## src/rtl/multicycle_control.sv

```systemverilog
// Multicycle MIPS control FSM: sequences fetch/decode/execute/memory/writeback
// for R-type, lw, sw, beq, j and addi, stalling on the memory ready handshake.
module multicycle_control (
   input  logic       clk,
   input  logic       reset,
   input  logic [5:0] opcode,
   input  logic       mem_ready,
   output logic       PCWrite,
   output logic       PCWriteCond,
   output logic       IorD,
   output logic       MemRead,
   output logic       MemWrite,
   output logic       IRWrite,
   output logic       MemtoReg,
   output logic       RegWrite,
   output logic       RegDst,
   output logic       ALUSrcA,
   output logic [1:0] ALUSrcB,
   output logic [1:0] ALUOp,
   output logic [1:0] PCSource,
   output logic       illegal_op,
   output logic [3:0] state
);

   localparam logic [5:0] OP_R    = 6'b000000;
   localparam logic [5:0] OP_LW   = 6'b100011;
   localparam logic [5:0] OP_SW   = 6'b101011;
   localparam logic [5:0] OP_BEQ  = 6'b000100;
   localparam logic [5:0] OP_J    = 6'b000010;
   localparam logic [5:0] OP_ADDI = 6'b001000;

   typedef enum logic [3:0] {
      FETCH  = 4'd0,
      DECODE = 4'd1,
      MEMADR = 4'd2,
      MEMRD  = 4'd3,
      MEMWB  = 4'd4,
      MEMWR  = 4'd5,
      EXEC   = 4'd6,
      ALUWB  = 4'd7,
      BRANCH = 4'd8,
      JUMP   = 4'd9,
      ADDIEX = 4'd10,
      ADDIWB = 4'd11
   } state_e;

   typedef struct packed {
      logic       fetch;
      logic       pc_write;
      logic       pc_write_cond;
      logic       i_or_d;
      logic       mem_read;
      logic       mem_write;
      logic       mem_to_reg;
      logic       reg_write;
      logic       reg_dst;
      logic       alu_src_a;
      logic [1:0] alu_src_b;
      logic [1:0] alu_op;
      logic [1:0] pc_source;
   } ctl_t;

   function automatic ctl_t state_ctl(input state_e s);
      ctl_t c;
      c = '0;
      case (s)
         FETCH: begin
            c.fetch     = 1'b1;
            c.mem_read  = 1'b1;
            c.alu_src_b = 2'b01;
         end
         DECODE: c.alu_src_b = 2'b11;
         MEMADR: begin
            c.alu_src_a = 1'b1;
            c.alu_src_b = 2'b10;
         end
         MEMRD: begin
            c.mem_read = 1'b1;
            c.i_or_d   = 1'b1;
         end
         MEMWB: begin
            c.reg_write  = 1'b1;
            c.mem_to_reg = 1'b1;
         end
         MEMWR: begin
            c.mem_write = 1'b1;
            c.i_or_d    = 1'b1;
         end
         EXEC: begin
            c.alu_src_a = 1'b1;
            c.alu_op    = 2'b10;
         end
         ALUWB: begin
            c.reg_write = 1'b1;
            c.reg_dst   = 1'b1;
         end
         BRANCH: begin
            c.alu_src_a     = 1'b1;
            c.alu_op        = 2'b01;
            c.pc_write_cond = 1'b1;
            c.pc_source     = 2'b01;
         end
         JUMP: begin
            c.pc_write  = 1'b1;
            c.pc_source = 2'b10;
         end
         ADDIEX: begin
            c.alu_src_a = 1'b1;
            c.alu_src_b = 2'b10;
         end
         ADDIWB: c.reg_write = 1'b1;
         default: ;
      endcase
      return c;
   endfunction

   state_e state_q, state_d;
   ctl_t   ctl_q, ctl_d;
   logic   illegal;

   // ctl_q.fetch stays low through reset and the cycle after release, so the
   // first real FETCH cycle (and any IRWrite/PCWrite) begins on the first edge.
   always_comb begin
      state_d = FETCH;
      illegal = 1'b0;
      case (state_q)
         FETCH:  state_d = (ctl_q.fetch && mem_ready) ? DECODE : FETCH;
         DECODE: begin
            case (opcode)
               OP_LW, OP_SW: state_d = MEMADR;
               OP_R:         state_d = EXEC;
               OP_BEQ:       state_d = BRANCH;
               OP_J:         state_d = JUMP;
               OP_ADDI:      state_d = ADDIEX;
               default:      illegal = 1'b1;
            endcase
         end
         MEMADR: state_d = (opcode == OP_LW) ? MEMRD : MEMWR;
         MEMRD:  state_d = mem_ready ? MEMWB : MEMRD;
         MEMWR:  state_d = mem_ready ? FETCH : MEMWR;
         EXEC:   state_d = ALUWB;
         ADDIEX: state_d = ADDIWB;
         default: state_d = FETCH;
      endcase
      ctl_d = state_ctl(state_d);
   end

   always_ff @(posedge clk or posedge reset) begin
      if (reset) begin
         state_q <= FETCH;
         ctl_q   <= '0;
      end else begin
         state_q <= state_d;
         ctl_q   <= ctl_d;
      end
   end

   assign IRWrite     = ctl_q.fetch & mem_ready;
   assign PCWrite     = ctl_q.pc_write | (ctl_q.fetch & mem_ready);
   assign PCWriteCond = ctl_q.pc_write_cond;
   assign IorD        = ctl_q.i_or_d;
   assign MemRead     = ctl_q.mem_read;
   assign MemWrite    = ctl_q.mem_write;
   assign MemtoReg    = ctl_q.mem_to_reg;
   assign RegWrite    = ctl_q.reg_write;
   assign RegDst      = ctl_q.reg_dst;
   assign ALUSrcA     = ctl_q.alu_src_a;
   assign ALUSrcB     = ctl_q.alu_src_b;
   assign ALUOp       = ctl_q.alu_op;
   assign PCSource    = ctl_q.pc_source;
   assign illegal_op  = illegal;
   assign state       = state_q;

endmodule

```

## config.mk

```make
export PLATFORM = sky130hd
export DESIGN_NAME = multicycle_control
export DESIGN_NICKNAME = d
export VERILOG_FILES = /design/src/rtl/multicycle_control.sv
export SDC_FILE = /design/constraint.sdc
export NUM_CORES = 1
export LEC_CHECK = 0
export ABC_CLOCK_PERIOD_IN_PS = 2000
export CORE_ASPECT_RATIO = 0.9
export CORE_MARGIN = 2
export CORE_UTILIZATION = 46
export DETAILED_ROUTE_END_ITERATION = 12
export MAX_ROUTING_LAYER = met4
export PLACE_DENSITY = 0.78
export SYNTH_ARGS = -nofsm -noshare
export SYNTH_HDL_FRONTEND = slang
export SYNTH_SLANG_ARGS = --single-unit
```

## constraint.sdc

```tcl
create_clock -name clk -period 2 [get_ports clk]
set_clock_uncertainty 0.15 [all_clocks]
set_input_delay 0.3 -clock clk [delete_from_list [all_inputs] [get_ports clk]]
set_output_delay 0.3 -clock clk [all_outputs]
set_load 0.05 [all_outputs]
```

# Yosys cells after proc, flatten, opt, wreduce, memory -nomap -nowiden
# Cells that the tools add are included.
# totals
input_bits	9
register_bits	20
wordCells	70
# op_classes
n_reduce_logical	11
mux	21
bitwise_logic	2
n_eq_ne	22
# op_table
operator	count
case mux 4 bit (7 select lines)	1
equality test 4 x 3 -> 1 bit (second input constant)	6
equality test 4 bit (second input constant)	5
case mux 4 bit (5 select lines)	1
equality test 4 x 2 -> 1 bit (second input constant)	4
two-way mux 1 bit	13
equality test 6 bit (second input constant)	2
two-way mux 3 bit	3
equality test 4 x 1 -> 1 bit (second input constant)	2
zero test 4 bit	2
case mux 2 bit (2 select lines)	2
OR reduction 2 bit	4
equality test 6 x 2 -> 1 bit (second input constant)	1
equality test 6 x 3 -> 1 bit (second input constant)	1
equality test 6 x 4 -> 1 bit (second input constant)	1
zero test 6 bit	1
case mux 2 bit (3 select lines)	1
OR reduction 6 bit	1
OR reduction 4 bit	1
OR reduction 3 bit	1
AND 1 bit	1
logical AND 1 bit	1
bitwise OR 1 bit	1

# Longest topological paths before layout
# Gate-level depths: netlist of the first run.
# logic_depth
word_depth	7
ltp_mapped	6
depth_no_buf	5

# Worst setup path after synthesis of the first run
# No wires, ideal clock.
# synth_path
path_kind	reg-to-output
from	register state_q[0] (netlist: state[0])
to	output port illegal_op
path_slack_ps	-778
path_buffers	0
arrival_time_ps	2328
stages_incl_launch_ff	4
cell_sequence	dfrtp_1 > nor4b_2 > o31ai_1 > nor3b_1
# synth_via
elab_chain_len	2
# synth_lines
item	line_no	rtl
start: declaration	117	state_e state_q, state_d;
start signal: assignment	153	state_q <= state_d;
equality test 4 x 1 -> 1 bit	126	case (state_q)
two-way mux 1 bit	126	
end: declaration	21	output logic illegal_op,
# Every way passes these cells.

# Worst setup path after layout of the first run
# layout_path
from	input port opcode[1]
to	output port illegal_op
# layout_via
elab_chain_len	4
elab_cells_between_ends	9
cone_classes	eq/ne: 5; mux: 2; reduce/logical: 2
# layout_lines
item	line_no	rtl
start: declaration	6	input logic [5:0] opcode,
equality test 6 bit (tied with other cells)	129	case (opcode)
OR reduction 6 bit (no source line) (*)	-	
two-way mux 1 bit (*)	129	
two-way mux 1 bit (*)	126	
# Every way passes the cells marked *; elsewhere a longest branch is shown, timed or not.

==> results of run 1 <==
routing by layer:
layer  share of wire  up-vias
met5               0        -
met4          0.0096        0
met3           0.052        4
met2            0.52       45
met1            0.42      465
li1                -      454
logic make-up (layout without fill, tap and decap cells):
kind of cell	count (synthesis)	after routing	synth area share
multiplexers	2	2	0.0197
buffers and inverters	15	70	0.0935
AO/OA/AOI/OAI	17	17	0.137
AND/OR/NAND/NOR	41	41	0.290
XOR/XNOR	2	2	0.0172
flip-flops	18	18	0.443
critical path, delay by kind of cell:
kind                   cells  cell delay, ns
multiplexers               1            0.10
buffers and inverters      2            0.40
AO/OA/AOI/OAI              1            0.26
AND/OR/NAND/NOR            2            0.56
worst max-delay path by stage:
stage / to / slack, ns / depth (start not counted)
final: illegal_op / -0.08 / 6
after global placement: illegal_op / -0.29 / 5
after CTS: illegal_op / -0.03 / 4
after global routing: illegal_op / -0.14 / 4
after floorplan: illegal_op / -0.0004 / 3
after detailed placement: illegal_op / -0.33 / 5
area by class of cell:
type	count	share of cell area
Clock buffer	4	0.0223
Sequential cell	18	0.280
Inverter	5	0.0116
Timing Repair Buffer	61	0.333
Multi-Input combinational cell	62	0.332
Tap cell	27	0.0208
power breakdown:
group / switching [W] / leakage [nW] / internal (W) / total, W
Clock: 0.000107 / 0.0210 / 0.000111 / 0.000218
Combinational: 0.000423 / 0.496 / 0.000339 / 0.000762
Sequential: 0.0000239 / 0.231 / 0.000412 / 0.000435
cells in the mapped netlist, types with 2 or more instances:
cell type / instances / share of area
o31ai_1: 2 / 0.015
mux2i_1: 2 / 0.020
o21ai_2: 2 / 0.017
nand3_1: 3 / 0.015
o21ai_1: 2 / 0.0098
nor3b_1: 4 / 0.030
and4_2: 2 / 0.020
dfrtp_1: 18 / 0.44
nand2_1: 6 / 0.022
nor2_1: 3 / 0.011
or3_1: 2 / 0.012
nand2b_1: 4 / 0.025
nor3_1: 3 / 0.015
o21ai_0: 3 / 0.015
buf_4: 8 / 0.059
inv_1: 5 / 0.018
metrics by stage:
step / area (um2) / worst slack (ns) / util / power, W
finish: 1620 / -0.0825 / 0.758 / 0.00142
global placement: 1460 / -0.287 / 0.682 / 0.00110
CTS: 1590 / -0.0289 / 0.743 / 0.00139
global route: 1620 / -0.144 / 0.758 / 0.00148
detailed placement: 1460 / -0.326 / 0.682 / 0.00111
floorplan: 1050 / -0.000374 / - / 0.000907
repair_timing:
item | 4_1_cts | 5_1_grt
gates resized for setup | 11 | 7
setup endpoints to repair | 1 | 6
setup buffers | 11 | 0
pin swaps | 6 | 4
==> flow_summary.toml, run 1 <==
[global_routing]
grt-ovfl-total = 0
busiest_layer = "met2"
grt_use_total = 0.232
grt_max_degree = 19
antenna_found_initial = 0
grt_use_met2 = 0.391
met1_usage = 0.289
grt_pass1_vias = 916
grt_pass1_wl_um = 4270
met3_usage = 0.0185

[run_status]
violations = "setup timing"
status = "finished, violations left"

[worst_setup_path]
crit_path_max_incr_delay_ns = 0.39
crit_required_ns = 1.55
r2r_end = "MemRead"
rr_worst_depth = 6
path_class = "in2out"
critical_path.cell_chain = "dlygate4sd2_1 > or3_1 > a211oi_2 > mux2i_1 > nor3b_4 > buf_6"
r2r-start = "state[2]"
worstPathMaxFanout = 3
crit_start = "opcode[1]"
endpoint_kind = "output port"
r2r_slack_ns = 0.10
critPathLaunchType = "input port"
critPathArrivalTime_ns = 1.63
cp_slowest_cell = "or3_1"

[timing]
finalSetupViolCount = 1
fin_ws_ns = -0.0825
rsz0062_at_grt = "yes"
holdWs_ns = 0.168
fin_crit_sh = 1.04
final_hold_viol_count = 0
min_period_ns = 2.08
fmax_mhz = 480
fin_tns_setup_ns = -0.0825
slew_viol_final = 0
maxSlewHeadroom = 0.664
worstMarginPinSlew_ns = 0.503

[worst_hold_path]
hold_class = "in2async"

[synthesis]
ys_warn_count = 0
syn-num-nets = 104
syn_inst = 95
ys.flop_type = "dfrtp_1"
synthArstFlopShare = 1.00
synth_edf_count = 0
yosys.cell_types.count = 42
syn-cell-area_mm2 = 0.00102
seq_area_frac_synth = 0.443
synth_seq_cells = 18
avgSynthCellArea_um2 = 10.7

[clock_tree]
ctsHtreeMaxLevel = 1
ctsLongestPathBuffers = 2
cts_tree = "yes"
cts_root_buf = "clkbuf_4"
numCtsBuffers = 3
clk_latency_ns = 0.29
clk_pin_slew_ns = 0.10
clock_sinks = 18
cts_hold_buf = 0

[finish]
multiInputGateArea_um2 = 539
fill_cells = 147
largest_reg_flops = 4
layout_commonest_cell = "buf_4"
antenna_cells = 0
nNetsFinal = 160
layout-drive-gt1-share = 0.460
regArea_um2 = 455
area_delta_synth_final_pct = 59.7
final_cells = 177
final_cell_mix = "buf_4 (35), clkdlybuf4s50_1 (16), dfrtp_1 (14)"

[detailed_routing]
vias = 968
vias_per_cell = 5.47
drt_iter0_markers = 25
drcViolationCount = 0
wire_per_inst_um = 14.7
drt_wl_total_um = 2610
ant_nets = 0
firstDrtPassIters = 4

[floorplanning]
die_x_um = 53.6
start_util = 0.475
io_pins = 30
num_rows = 16
core_mm2 = 0.00214
dieArea_mm2 = 0.00260
die_y_um = 48.6

[place]
place_congestion = 0.881
dp.cells = 162
dp_hpwl_um = 1710
numPortBuffers = 29

[power]
p_leak_nw = 0.747
ir_drop_mv = 0.528
power.density_mw_per_mm2 = 872

[flow_run]
max_cap_viol_count = 0
No activity file was read; power rests on OpenSTA's default activity.
==> run 2: changes to the inputs <==
==> constraint.sdc (replaced) <==
create_clock -name clk -period 2 [get_ports clk]
set_clock_uncertainty 0.15 [all_clocks]
set_input_delay 0.5 -clock clk [delete_from_list [all_inputs] [get_ports clk]]
set_output_delay 0.5 -clock clk [all_outputs]
set_load 0.05 [all_outputs]
==> flow_summary.toml, run 2 (same netlist as run 1, synthesis figures left out) <==
[timing]
maxSlewHeadroom = 0.756
fin_ws_ns = -0.312
slew_viol_final = 0
rsz0062_at_grt = "yes"
fin_tns_setup_ns = -0.312
fin_crit_sh = 1.16
fmax_mhz = 433
min_period_ns = 2.31
holdWs_ns = 0.361
finalSetupViolCount = 1
final_hold_viol_count = 0
worstMarginPinSlew_ns = 0.363

[finish]
final_cells = 175
layout-drive-gt1-share = 0.622
layout_commonest_cell = "buf_4"
antenna_cells = 0
nNetsFinal = 158
multiInputGateArea_um2 = 576
largest_reg_flops = 4
fill_cells = 141
postLayoutCoreUtil = 0.768
regArea_um2 = 455
area_delta_synth_final_pct = 61.7
final_cell_mix = "buf_4 (44), dfrtp_1 (14), buf_12 (6)"

[global_routing]
grt_pass1_vias = 886
grt-ovfl-total = 0
grt_pass1_wl_um = 3930
antenna_found_initial = 0
grt_max_degree = 19
grt_use_total = 0.210

[power]
p_seq_frac = 0.297
p_int_w = 0.000891
p_switching_w = 0.000583
ir_drop_mv = 0.682
p_leak_nw = 0.788
power.density_mw_per_mm2 = 896
comb_power_share = 0.554
clockPowerShare = 0.149
p_sw_frac = 0.395

[worst_setup_path]
path_class = "in2out"
worstPathMaxFanout = 2
endpoint_kind = "output port"
critPathLaunchType = "input port"
critPathArrivalTime_ns = 1.66
r2r_slack_ns = 0.03
crit_required_ns = 1.35

[detailed_routing]
firstDrtPassIters = 4
wire_per_inst_um = 15.4
drt_iter0_markers = 17
drt_wl_total_um = 2700
drcViolationCount = 0
ant_nets = 0
vias_per_cell = 5.42
vias = 949

[floorplanning]
start_util = 0.475
io_pins = 30
dieArea_mm2 = 0.00260
die_y_um = 48.6
die_x_um = 53.6
num_rows = 16
core_mm2 = 0.00214

[place]
numPortBuffers = 29
place_congestion = 0.857
dp.cells = 166
dp_hpwl_um = 1780

[clock_tree]
numCtsBuffers = 3
ctsHtreeMaxLevel = 1
clk_latency_ns = 0.29
ctsLongestPathBuffers = 2
cts_tree = "yes"
cts_root_buf = "clkbuf_4"
clk_pin_slew_ns = 0.10
clock_sinks = 18

[flow_run]
max_cap_viol_count = 0

[worst_hold_path]
hold_class = "in2async"

[run_status]
violations = "setup timing"
status = "finished, violations left"
## run 2: cell types whose count changed in the layout (fill, tap and decap cells not counted), moves of 2 or more
cell	change
dlygate4sd2_1	-4
buf_6	+2
clkdlybuf4s50_1	-15
buf_4	+9
clkdlybuf4s15_1	-2
buf_12	+4
buf_2	+3
## run 2: area by class of cell
type,count,area share
Tap cell,27,0.0205
Multi-Input combinational cell,62,0.350
Sequential cell,18,0.277
Clock buffer,4,0.0221
Timing Repair Buffer,59,0.319
Inverter,5,0.0114
## run 2: final timing paths
path	from	to	depth (start not counted)
setup / recovery	opcode[5]	illegal_op	6
hold / removal	reset	PCWriteCond	3
setup reg to reg	state[1]	ctl_q[15]	6
hold reg to reg	state[3]	RegDst	2
max in group asynchronous	reset	state[3]	3
min in group clk	mem_ready	MemtoReg	4
## run 2: timing repair
item,4_1_cts,5_1_grt
hold buffers,0,0
cloned,0,0
resized for setup,30,13
hold endpoints to repair,0,0
pin swaps,7,3
buffers inserted,6,1
setup endpoints to repair,13,10
## run 2: per-layer routing
metal / global-route usage / share of wire
met2: 0.348 / 0.50
met1: 0.270 / 0.45
met5: - / 0
met3: 0.0278 / 0.035
met4: 0.0513 / 0.011
## run 2: critical path: stages
cell and delay [ns]:
buf_6 0.09, or3_4 0.37, a211oi_2 0.26, mux2i_1 0.11, nor3b_4 0.17, buf_6 0.15
## run 2: metrics by stage
stage | instance area [um2] | setup slack (ns) | power, W
3_3_place_gp | 1510 | -0.672 | 0.00116
2_1_floorplan | 1050 | -0.200 | 0.000907
3_5_place_dp | 1510 | -0.711 | 0.00118
4_1_cts | 1580 | -0.296 | 0.00142
6_report | 1650 | -0.312 | 0.00147
5_1_grt | 1650 | -0.375 | 0.00154
## run 2: power by group through the flow
stage / sequential [W] / clock (W) / combinational, W
2_1_floorplan: 0.000534 / 0 / 0.000372
3_3_place_gp: 0.000441 / 0 / 0.000723
3_5_place_dp: 0.000443 / 0 / 0.000734
4_1_cts: 0.000435 / 0.000219 / 0.000766
5_1_grt: 0.000444 / 0.000238 / 0.000854
6_report: 0.000438 / 0.000220 / 0.000817
